File: src/rtl/shifter_pkg.sv
// rtl/shifter_pkg.sv - op encodings and level/stage helpers for shifter_pipe
package shifter_pkg;

   localparam logic [2:0] OP_SLL = 3'd0;
   localparam logic [2:0] OP_SRL = 3'd1;
   localparam logic [2:0] OP_SRA = 3'd2;
   localparam logic [2:0] OP_ROL = 3'd3;
   localparam logic [2:0] OP_ROR = 3'd4;

   function automatic int shw_of(input int width);
      return $clog2(width);
   endfunction

   // Spreads the log2(WIDTH) shift levels as evenly as possible over the stages
   function automatic int stage_of_level(input int k, input int stages, input int shw);
      return (k * stages) / shw;
   endfunction

endpackage

File: src/rtl/shifter_pipe_if.sv
// rtl/shifter_pipe_if.sv - valid/ready operand and result bus of shifter_pipe
interface shifter_pipe_if
   import shifter_pkg::*;
#(
   parameter int WIDTH = 32,
   parameter int TAGW  = 5,
   parameter int SHW   = shw_of(WIDTH)
);
   logic             in_valid;
   logic             in_ready;
   logic [WIDTH-1:0] in_a;
   logic [SHW-1:0]   in_shamt;
   logic [2:0]       in_op;
   logic [TAGW-1:0]  in_tag;
   logic             out_valid;
   logic             out_ready;
   logic [WIDTH-1:0] out_o;
   logic [TAGW-1:0]  out_tag;
   logic             out_zero;

   modport master (
      output in_valid, in_a, in_shamt, in_op, in_tag, out_ready,
      input  in_ready, out_valid, out_o, out_tag, out_zero
   );

   modport slave (
      input  in_valid, in_a, in_shamt, in_op, in_tag, out_ready,
      output in_ready, out_valid, out_o, out_tag, out_zero
   );
endinterface

File: src/rtl/shift_stage.sv
// rtl/shift_stage.sv - one pipeline slot: its assigned shift levels plus register and advance logic
module shift_stage
   import shifter_pkg::*;
#(
   parameter int WIDTH  = 32,
   parameter int TAGW   = 5,
   parameter int STAGES = 2,
   parameter int IDX    = 0,
   parameter int SHW    = shw_of(WIDTH)
) (
   input  logic             clk,
   input  logic             rst,
   input  logic             flush,
   input  logic             i_valid,
   input  logic [WIDTH-1:0] i_data,
   input  logic [SHW-1:0]   i_shamt,
   input  logic [2:0]       i_op,
   input  logic [TAGW-1:0]  i_tag,
   input  logic             i_take,
   output logic             o_ready,
   output logic             o_valid,
   output logic [WIDTH-1:0] o_data,
   output logic [SHW-1:0]   o_shamt,
   output logic [2:0]       o_op,
   output logic [TAGW-1:0]  o_tag,
   output logic             o_zero
);
   logic             r_valid;
   logic [WIDTH-1:0] r_data;
   logic [SHW-1:0]   r_shamt;
   logic [2:0]       r_op;
   logic [TAGW-1:0]  r_tag;
   logic             r_zero;

   logic [WIDTH-1:0] w_lvl [0:SHW];
   logic             w_load;

   function automatic logic [WIDTH-1:0] f_shift(input logic [WIDTH-1:0] d,
                                                input logic [2:0] op, input int amt);
      case (op)
         OP_SLL:  f_shift = d << amt;
         OP_SRL:  f_shift = d >> amt;
         OP_SRA:  f_shift = $signed(d) >>> amt;
         OP_ROL:  f_shift = (d << amt) | (d >> (WIDTH - amt));
         OP_ROR:  f_shift = (d >> amt) | (d << (WIDTH - amt));
         default: f_shift = d;
      endcase
   endfunction

   assign w_lvl[0] = i_data;

   // Levels owned by another stage pass through untouched
   for (genvar k = 0; k < SHW; k++) begin : g_lvl
      localparam int AMT = 1 << k;
      if (stage_of_level(k, STAGES, SHW) == IDX) begin : g_act
         assign w_lvl[k+1] = i_shamt[k] ? f_shift(w_lvl[k], i_op, AMT) : w_lvl[k];
      end else begin : g_pass
         assign w_lvl[k+1] = w_lvl[k];
      end
   end

   assign o_ready = !r_valid || i_take;
   assign w_load  = o_ready && i_valid && !flush;

   always_ff @(posedge clk) begin
      if (rst) begin
         r_valid <= 1'b0;
         r_data  <= '0;
         r_shamt <= '0;
         r_op    <= '0;
         r_tag   <= '0;
         r_zero  <= 1'b0;
      end else begin
         if (flush)
            r_valid <= 1'b0;
         else if (o_ready)
            r_valid <= i_valid;
         if (w_load) begin
            r_data  <= w_lvl[SHW];
            r_shamt <= i_shamt;
            r_op    <= i_op;
            r_tag   <= i_tag;
            r_zero  <= (w_lvl[SHW] == '0);
         end
      end
   end

   assign o_valid = r_valid;
   assign o_data  = r_data;
   assign o_shamt = r_shamt;
   assign o_op    = r_op;
   assign o_tag   = r_tag;
   assign o_zero  = r_zero;
endmodule

File: src/rtl/shifter_pipe.sv
// rtl/shifter_pipe.sv - pipelined barrel shifter with valid/ready, tag sideband and flush
module shifter_pipe
   import shifter_pkg::*;
#(
   parameter int WIDTH  = 32,
   parameter int STAGES = 2,
   parameter int TAGW   = 5
) (
   input  logic            clk,
   input  logic            rst,
   input  logic            flush,
   shifter_pipe_if.slave   bus
);
   localparam int SHW = shw_of(WIDTH);

   // Index s is the input of stage s; index STAGES is the final output
   logic             w_valid [0:STAGES];
   logic [WIDTH-1:0] w_data  [0:STAGES];
   logic [SHW-1:0]   w_shamt [0:STAGES];
   logic [2:0]       w_op    [0:STAGES];
   logic [TAGW-1:0]  w_tag   [0:STAGES];
   logic             w_rdy   [0:STAGES];
   logic             w_zero  [0:STAGES-1];

   assign w_valid[0]     = bus.in_valid;
   assign w_data[0]      = bus.in_a;
   assign w_shamt[0]     = bus.in_shamt;
   assign w_op[0]        = bus.in_op;
   assign w_tag[0]       = bus.in_tag;
   assign w_rdy[STAGES]  = bus.out_ready;

   for (genvar s = 0; s < STAGES; s++) begin : g_stage
      shift_stage #(
         .WIDTH  (WIDTH),
         .TAGW   (TAGW),
         .STAGES (STAGES),
         .IDX    (s),
         .SHW    (SHW)
      ) u_stage (
         .clk     (clk),
         .rst     (rst),
         .flush   (flush),
         .i_valid (w_valid[s]),
         .i_data  (w_data[s]),
         .i_shamt (w_shamt[s]),
         .i_op    (w_op[s]),
         .i_tag   (w_tag[s]),
         .i_take  (w_rdy[s+1]),
         .o_ready (w_rdy[s]),
         .o_valid (w_valid[s+1]),
         .o_data  (w_data[s+1]),
         .o_shamt (w_shamt[s+1]),
         .o_op    (w_op[s+1]),
         .o_tag   (w_tag[s+1]),
         .o_zero  (w_zero[s])
      );
   end

   assign bus.in_ready  = !rst && !flush && w_rdy[0];
   assign bus.out_valid = w_valid[STAGES];
   assign bus.out_o     = w_data[STAGES];
   assign bus.out_tag   = w_tag[STAGES];
   assign bus.out_zero  = w_zero[STAGES-1];
endmodule

File: src/flat_wrapper.sv
// flat-port wrapper written by rule: the top's interface ports become plain ports
module shifter_pipe_flat import shifter_pkg::*;
#(
   parameter int WIDTH  = 32,
   parameter int STAGES = 2,
   parameter int TAGW   = 5
)
  (clk, rst, flush, bus_in_valid, bus_in_a, bus_in_shamt, bus_in_op, bus_in_tag, bus_out_ready, bus_in_ready, bus_out_valid, bus_out_o, bus_out_tag, bus_out_zero);
  shifter_pipe_if #(.WIDTH(WIDTH), .TAGW(TAGW)) bus_i ();
  input  logic clk;
  input  logic rst;
  input  logic flush;
  input wire logic [$bits(bus_i.in_valid)-1:0] bus_in_valid;
  input wire logic [$bits(bus_i.in_a)-1:0] bus_in_a;
  input wire logic [$bits(bus_i.in_shamt)-1:0] bus_in_shamt;
  input wire logic [$bits(bus_i.in_op)-1:0] bus_in_op;
  input wire logic [$bits(bus_i.in_tag)-1:0] bus_in_tag;
  input wire logic [$bits(bus_i.out_ready)-1:0] bus_out_ready;
  output wire logic [$bits(bus_i.in_ready)-1:0] bus_in_ready;
  output wire logic [$bits(bus_i.out_valid)-1:0] bus_out_valid;
  output wire logic [$bits(bus_i.out_o)-1:0] bus_out_o;
  output wire logic [$bits(bus_i.out_tag)-1:0] bus_out_tag;
  output wire logic [$bits(bus_i.out_zero)-1:0] bus_out_zero;
  assign bus_i.in_valid = bus_in_valid;
  assign bus_i.in_a = bus_in_a;
  assign bus_i.in_shamt = bus_in_shamt;
  assign bus_i.in_op = bus_in_op;
  assign bus_i.in_tag = bus_in_tag;
  assign bus_i.out_ready = bus_out_ready;
  assign bus_in_ready = bus_i.in_ready;
  assign bus_out_valid = bus_i.out_valid;
  assign bus_out_o = bus_i.out_o;
  assign bus_out_tag = bus_i.out_tag;
  assign bus_out_zero = bus_i.out_zero;
  shifter_pipe #(.WIDTH(WIDTH), .STAGES(STAGES), .TAGW(TAGW)) u_core (.clk(clk), .rst(rst), .flush(flush), .bus(bus_i));
endmodule
File: config.mk
export PLATFORM = sky130hd
export DESIGN_NAME = shifter_pipe_flat
export DESIGN_NICKNAME = d
export VERILOG_FILES = /design/src/rtl/shifter_pkg.sv /design/src/rtl/shifter_pipe_if.sv /design/src/rtl/shift_stage.sv /design/src/rtl/shifter_pipe.sv /design/src/flat_wrapper.sv
export SDC_FILE = /design/constraint.sdc
export NUM_CORES = 1
export LEC_CHECK = 0
export ABC_AREA = 1
export CAP_MARGIN = 10
export CORE_UTILIZATION = 52
export CTS_BUF_LIST = sky130_fd_sc_hd__clkbuf_8
export DETAILED_ROUTE_END_ITERATION = 10
export PLACE_DENSITY = 0.86
export SETUP_SLACK_MARGIN = 0.3
export SLEW_MARGIN = 20
export SYNTH_ARGS = -nofsm -noshare
export SYNTH_HDL_FRONTEND = slang
export SYNTH_SLANG_ARGS = --single-unit
File: constraint.sdc
create_clock -name clk -period 1.8 [get_ports clk]
set_input_delay 0.27 -clock clk [delete_from_list [all_inputs] [get_ports clk]]
set_output_delay 0.27 -clock clk [all_outputs]
set_load 0.03 [all_outputs]
==> flow_summary_export.csv, run 1 <==
group,metric,value,unit
placed_design,gp_congestion,0.9503,
run_status,stop_stage,"global routing",
clock_tree,cts.htree.levels,3,
die,io_pins,90,
die,fp.dieH,114.5,um
die,fp.dieW,114.5,um
logic_synthesis,syn_area,6581,um^2
timing,worst_endpoint_kind,"register data pin",
logic_synthesis,ys_ff_latch,82,
die,initial_core_util,0.5412,
clock_tree,clockBufferDepth,2,
timing,worstEndpointGrtRepair,"u_core.g_stage[1].u_stage.o_zero$_SDFFE_PP0P_/D",
logic_synthesis,yosysSeqAreaShare,0.2494,
grt,grtUsageTotal,0.7573,
logic_synthesis,ys_warn_count,0,
logic_synthesis,synth-xor-area-share,0,
placed_design,dp_slack,-0.6917,ns
placed_design,dp_hpwl,18990,um
clock_tree,clock-root-buffer,"clkbuf_8",
logic_synthesis,synthMuxAreaShare,0,
die,placementRows,40,
clock_tree,clkSinkCount,82,
run_status,outcome,"stopped before the end",
logic_synthesis,synth_compound_area_frac,0.1846,
logic_synthesis,synth_fa_ha_area_frac,0,
logic_synthesis,synth_top_family_by_area,"simple AND/OR/NAND/NOR gates",
logic_synthesis,syn-num-nets,1234,
logic_synthesis,netlist_instances,1184,
clock_tree,cts_hold_buffers,0,
run_status,error,"[ERROR GRT-0232] Routing congestion too high. Check the congestion heatmap in the GUI.",
logic_synthesis,synthSimpleGateAreaFrac,0.4719,
grt,grt_max_degree,48,
grt,gr-total-overflow,22,
placed_design,dpl_cell_area,8925,um^2
placed_design,port_buffers,89,
clock_tree,cts_buffers,9,
logic_synthesis,synth.avg_cell_area,5.559,um^2
logic_synthesis,yosysUniqueCellTypes,26,
cell families after synthesis:
group,Yosys count
compound gates,240
buf+inv,148
flops,82
simple gates,714
cell usage after synthesis:
master	n	area, um^2
nor3_4	1	16.27
nand2_8	1	20.02
nand3_1	241	1206
nand2_1	351	1318
o221ai_1	1	8.760
buf_2	19	95.09
nand2_4	2	22.52
buf_1	7	26.28
or2_2	3	18.77
nand2_2	2	12.51
o21ai_0	55	275.3
nor2_2	2	12.51
dfxtp_1	82	1642
o21ai_1	36	180.2
inv_1	67	251.5
buf_6	3	33.78
clkbuf_1	39	146.4
o211ai_1	4	30.03
a21oi_1	144	720.7
nor3_2	1	10.01
or2_1	22	137.6
nor3_1	1	5.000
nor2_1	87	326.6
inv_4	1	6.260
inv_2	8	30.03
buf_4	4	30.03
per-layer routing:
metal / GRT usage / GRT overflow
met3: 0.6130 / 0
met1: 0.7707 / 0
met5: 0.3020 / 0
met2: 0.9244 / 9
met4: 0.6996 / 13
stage by stage:
| stage | std cells | hold slack [ns] |
|---|---|---|
| detailed placement | 1495 | 0.4746 |
| floorplan | 1184 | 0.4220 |
| CTS | 1537 | 0.3256 |
| global placement | 1495 | 0.4584 |
timing repair:
| item | in CTS |
|---|---|
| pin swaps | 81 |
| gates cloned | 8 |
| setup endpoints to repair | 108 |
| gates resized for setup | 321 |
| buffers inserted | 18 |
==> run 2: changes to the inputs <==
Settings changed: CORE_UTILIZATION 52 to 40, CTS_BUF_LIST sky130_fd_sc_hd__clkbuf_8 to unset, PLACE_DENSITY 0.86 to unset, PLACE_DENSITY_LB_ADDON set to 0.15, SETUP_SLACK_MARGIN 0.3 to unset.
Clock period 1.8 ns to 2.35 ns, I/O delays scaled along.
==> flow_summary_export.csv, run 2 <==
group,metric,value,unit
placed_design,gp_congestion,0.9841,
final_layout,post-route-util,0.5268,
logic_synthesis,synth.avg_cell_area,5.559,um^2
final_layout,final_cell_area,8429,um^2
logic_synthesis,ys_warn_count,0,
logic_synthesis,yosys.area.top_type,"dfxtp_1",
pwr,p_switching,1.645,mW
final_layout,nets,1331,
final_layout,fin_cells,1502,
logic_synthesis,syn_area,6581,um^2
setup_path,endpoint_kind,"flop",
die,core_area,16000,um^2
timing,setup_violations,0,
clock_tree,clkSinkCount,82,
logic_synthesis,synth-xor-area-share,0,
logic_synthesis,syn-num-nets,1234,
clock_tree,cts_buffers,9,
pwr,report.power.total,4.580,mW
final_layout,antenna-diode-count,0,
logic_synthesis,yosysUniqueCellTypes,26,
detailed_routing,route.detailed.drc,0,
logic_synthesis,synth_common_cells,"nand2_1 (351), nand3_1 (241), a21oi_1 (144)",
clock_tree,cts_tree,"done",
die,io_pins,90,
die,initial_core_util,0.4113,
grt,grt_max_degree,58,
pwr,leakage,3.837,nW
die,die-area,16970,um^2
logic_synthesis,synthFlopType,"dfxtp_1",
run_status,outcome,"finished, final reports clean",
die,fp.dieH,130.3,um
final_layout,largest_reg_flops,64,
detailed_routing,drt-initial-drc-count,950,
setup_path,r2r-end,"u_core.g_stage[1].u_stage.o_zero",
placed_design,dp_slack,-0.2168,ns
timing,rsz0062_at_grt,"yes",
setup_path,cp-startpoint,"bus_in_op[1]",
logic_synthesis,synth_fa_ha_area_frac,0,
timing,fin_skew,0.009116,ns
die,placementRows,46,
placed_design,dpl_cell_area,8054,um^2
logic_synthesis,synthTopCellsByArea,"dfxtp_1 (25%), nand2_1 (20%), nand3_1 (18%), a21oi_1 (11%), nor2_1 (5.0%)",
grt,grtUsageTotal,0.2849,
pwr,switching_share,0.3592,
clock_tree,clock_latency,0.35,ns
final_layout,drive_gt1_frac,0.09565,
die,fp.dieW,130.3,um
final_layout,fillers,1746,
detailed_routing,routed_wl,23450,um
final_layout,areaGrowthSynthToFinish,28.08,%
logic_synthesis,ys_ff_latch,82,
timing,finalCritPeriodShare,0.9434,
clock_tree,clockBufferDepth,2,
logic_synthesis,yosysTopAreaCellShare,0.2494,
timing,fin_ws,0.1330,ns
setup_path,reg2reg_depth,13,
timing,whs,0.4728,ns
timing,worst_pin_slew,0.6460,ns
timing,tns,0,ns
grt,grt_pass1_vias,7390,
logic_synthesis,synthSimpleGateAreaFrac,0.4719,
logic_synthesis,synth_compound_area_frac,0.1846,
detailed_routing,ant_nets,0,
final_layout,final_common_cell,"nand2_1",
grt,gr-total-overflow,0,
clock_tree,clock-root-buffer,"clkbuf_16",
detailed_routing,drt_pass1_iterations,6,
clock_tree,path_clk_slew,0.06,ns
detailed_routing,wl_per_cell,15.61,um
placed_design,placed_cells,1486,
pwr,p_comb_frac,0.342,
pwr,intPower,2.934,mW
timing,hold_viol_final,0,
pwr,ir_drop,0.3953,mV
flow_run,cap_violations,0,
logic_synthesis,synth.most_common_cell,"nand2_1",
detailed_routing,vias_per_cell,5.496,
grt,antenna_found_initial,0,
detailed_routing,vias,8255,
logic_synthesis,synthMuxAreaShare,0,
clock_tree,cts.htree.levels,3,
pwr,seq_power_share,0.336,
setup_path,worstPathMaxFanout,20,
worst_hold_path,hold_path_class,"reg2reg",
setup_path,critPathKind,"in2reg",
timing,slew_headroom,0.5688,
setup_path,r2r_slack,0.16,ns
setup_path,cp.arrival,2.42,ns
logic_synthesis,netlist_instances,1184,
timing,slew_viol_final,0,
setup_path,timing.rr.start,"u_core.g_stage[0].u_stage.o_op[2]",
logic_synthesis,synth_top_family_by_area,"simple AND/OR/NAND/NOR gates",
setup_path,required,2.56,ns
final_layout,most-common-layout-cells,"nand2_1 (347), nand3_1 (241), a21oi_1 (143)",
placed_design,port_buffers,89,
timing,fmax,0.4511,GHz
pwr,power_per_cell_area,543.3,nW/um^2
pwr,pwr-share-clk,0.322,
setup_path,endpoint,"u_core.g_stage[0].u_stage.o_data[6]",
timing,min_period,2.217,ns
grt,grt_pass1_wl,37560,um
setup_path,startpoint_type,"primary input",
logic_synthesis,yosysSeqAreaShare,0.2494,
logic_synthesis,synthArstFlopShare,0,
logic_synthesis,synth_edf_count,0,
placed_design,dp_hpwl,17870,um
-- run 2: per-layer routing --
layer	GRT usage	share of wire	vias to the layer above
met4	0.08687	0.023	0
li1	-	-	4121
met2	0.4324	0.44	330
met1	0.4023	0.47	3757
met3	0.05863	0.075	47
met5	0	0	-
-- run 2: cell families after synthesis --
group	count (synthesis)
AND/OR/NAND/NOR	714
AO/OA/AOI/OAI	240
buffers and inverters	148
flip-flops	82
-- run 2: layout make-up --
class	instances	area [um^2]	share of cell area
multi-input cells	954	4382	0.5198
clock buffers	11	252.7	0.02998
well taps	216	270.3	0.03206
clock inverters	5	62.56	0.007422
inverters	76	287.8	0.03414
flip-flops and latches	82	1644	0.1950
repair buffers	158	1530	0.1815
-- run 2: worst min path at each step --
stage	startpoint	end	slack, ns	cells past startpoint
6_report	u_core.g_stage[1].u_stage.o_zero	u_core.g_stage[1].u_stage.o_zero	0.47	2
5_1_grt	u_core.g_stage[1].u_stage.o_zero	u_core.g_stage[1].u_stage.o_zero	0.51	2
4_1_cts	u_core.g_stage[1].u_stage.o_zero	u_core.g_stage[1].u_stage.o_zero	0.47	2
3_5_place_dp	u_core.g_stage[1].u_stage.o_zero	u_core.g_stage[1].u_stage.o_zero	0.46	2
3_3_place_gp	u_core.g_stage[0].u_stage.o_tag[1]	u_core.g_stage[0].u_stage.o_tag[1]	0.47	2
2_1_floorplan	u_core.g_stage[0].u_stage.o_tag[0]	u_core.g_stage[0].u_stage.o_tag[0]	0.46	2
-- run 2: power by group through the flow --
stage | logic (mW) | registers [mW] | clock network, mW
finish | 1.57 | 1.54 | 1.47
global route | 1.73 | 1.54 | 1.56
CTS | 1.53 | 1.53 | 1.49
detailed placement | 1.52 | 1.56 | 0
global placement | 1.53 | 1.56 | 0
floorplan | 0.945 | 1.58 | 0
-- run 2: timing repair --
item,4_1_cts,5_1_grt
endpoints found under the setup margin,0,27
resized for setup,0,18
setup buffers,0,0
hold buffers,0,0
-- run 2: worst max-delay path, cell delays in order --
cell and delay, ns:
clkdlybuf4s50_1 0.54, inv_2 0.07, nand2_1 0.08, nor2_2 0.05, nor3_4 0.24, buf_12 0.19, inv_2 0.07, buf_4 0.16
nand3_1 0.12, nand3_1 0.14, nand3_1 0.16, nand3_1 0.09, nand2_1 0.10, a21oi_1 0.06
(Power assumes the default switching activity.)
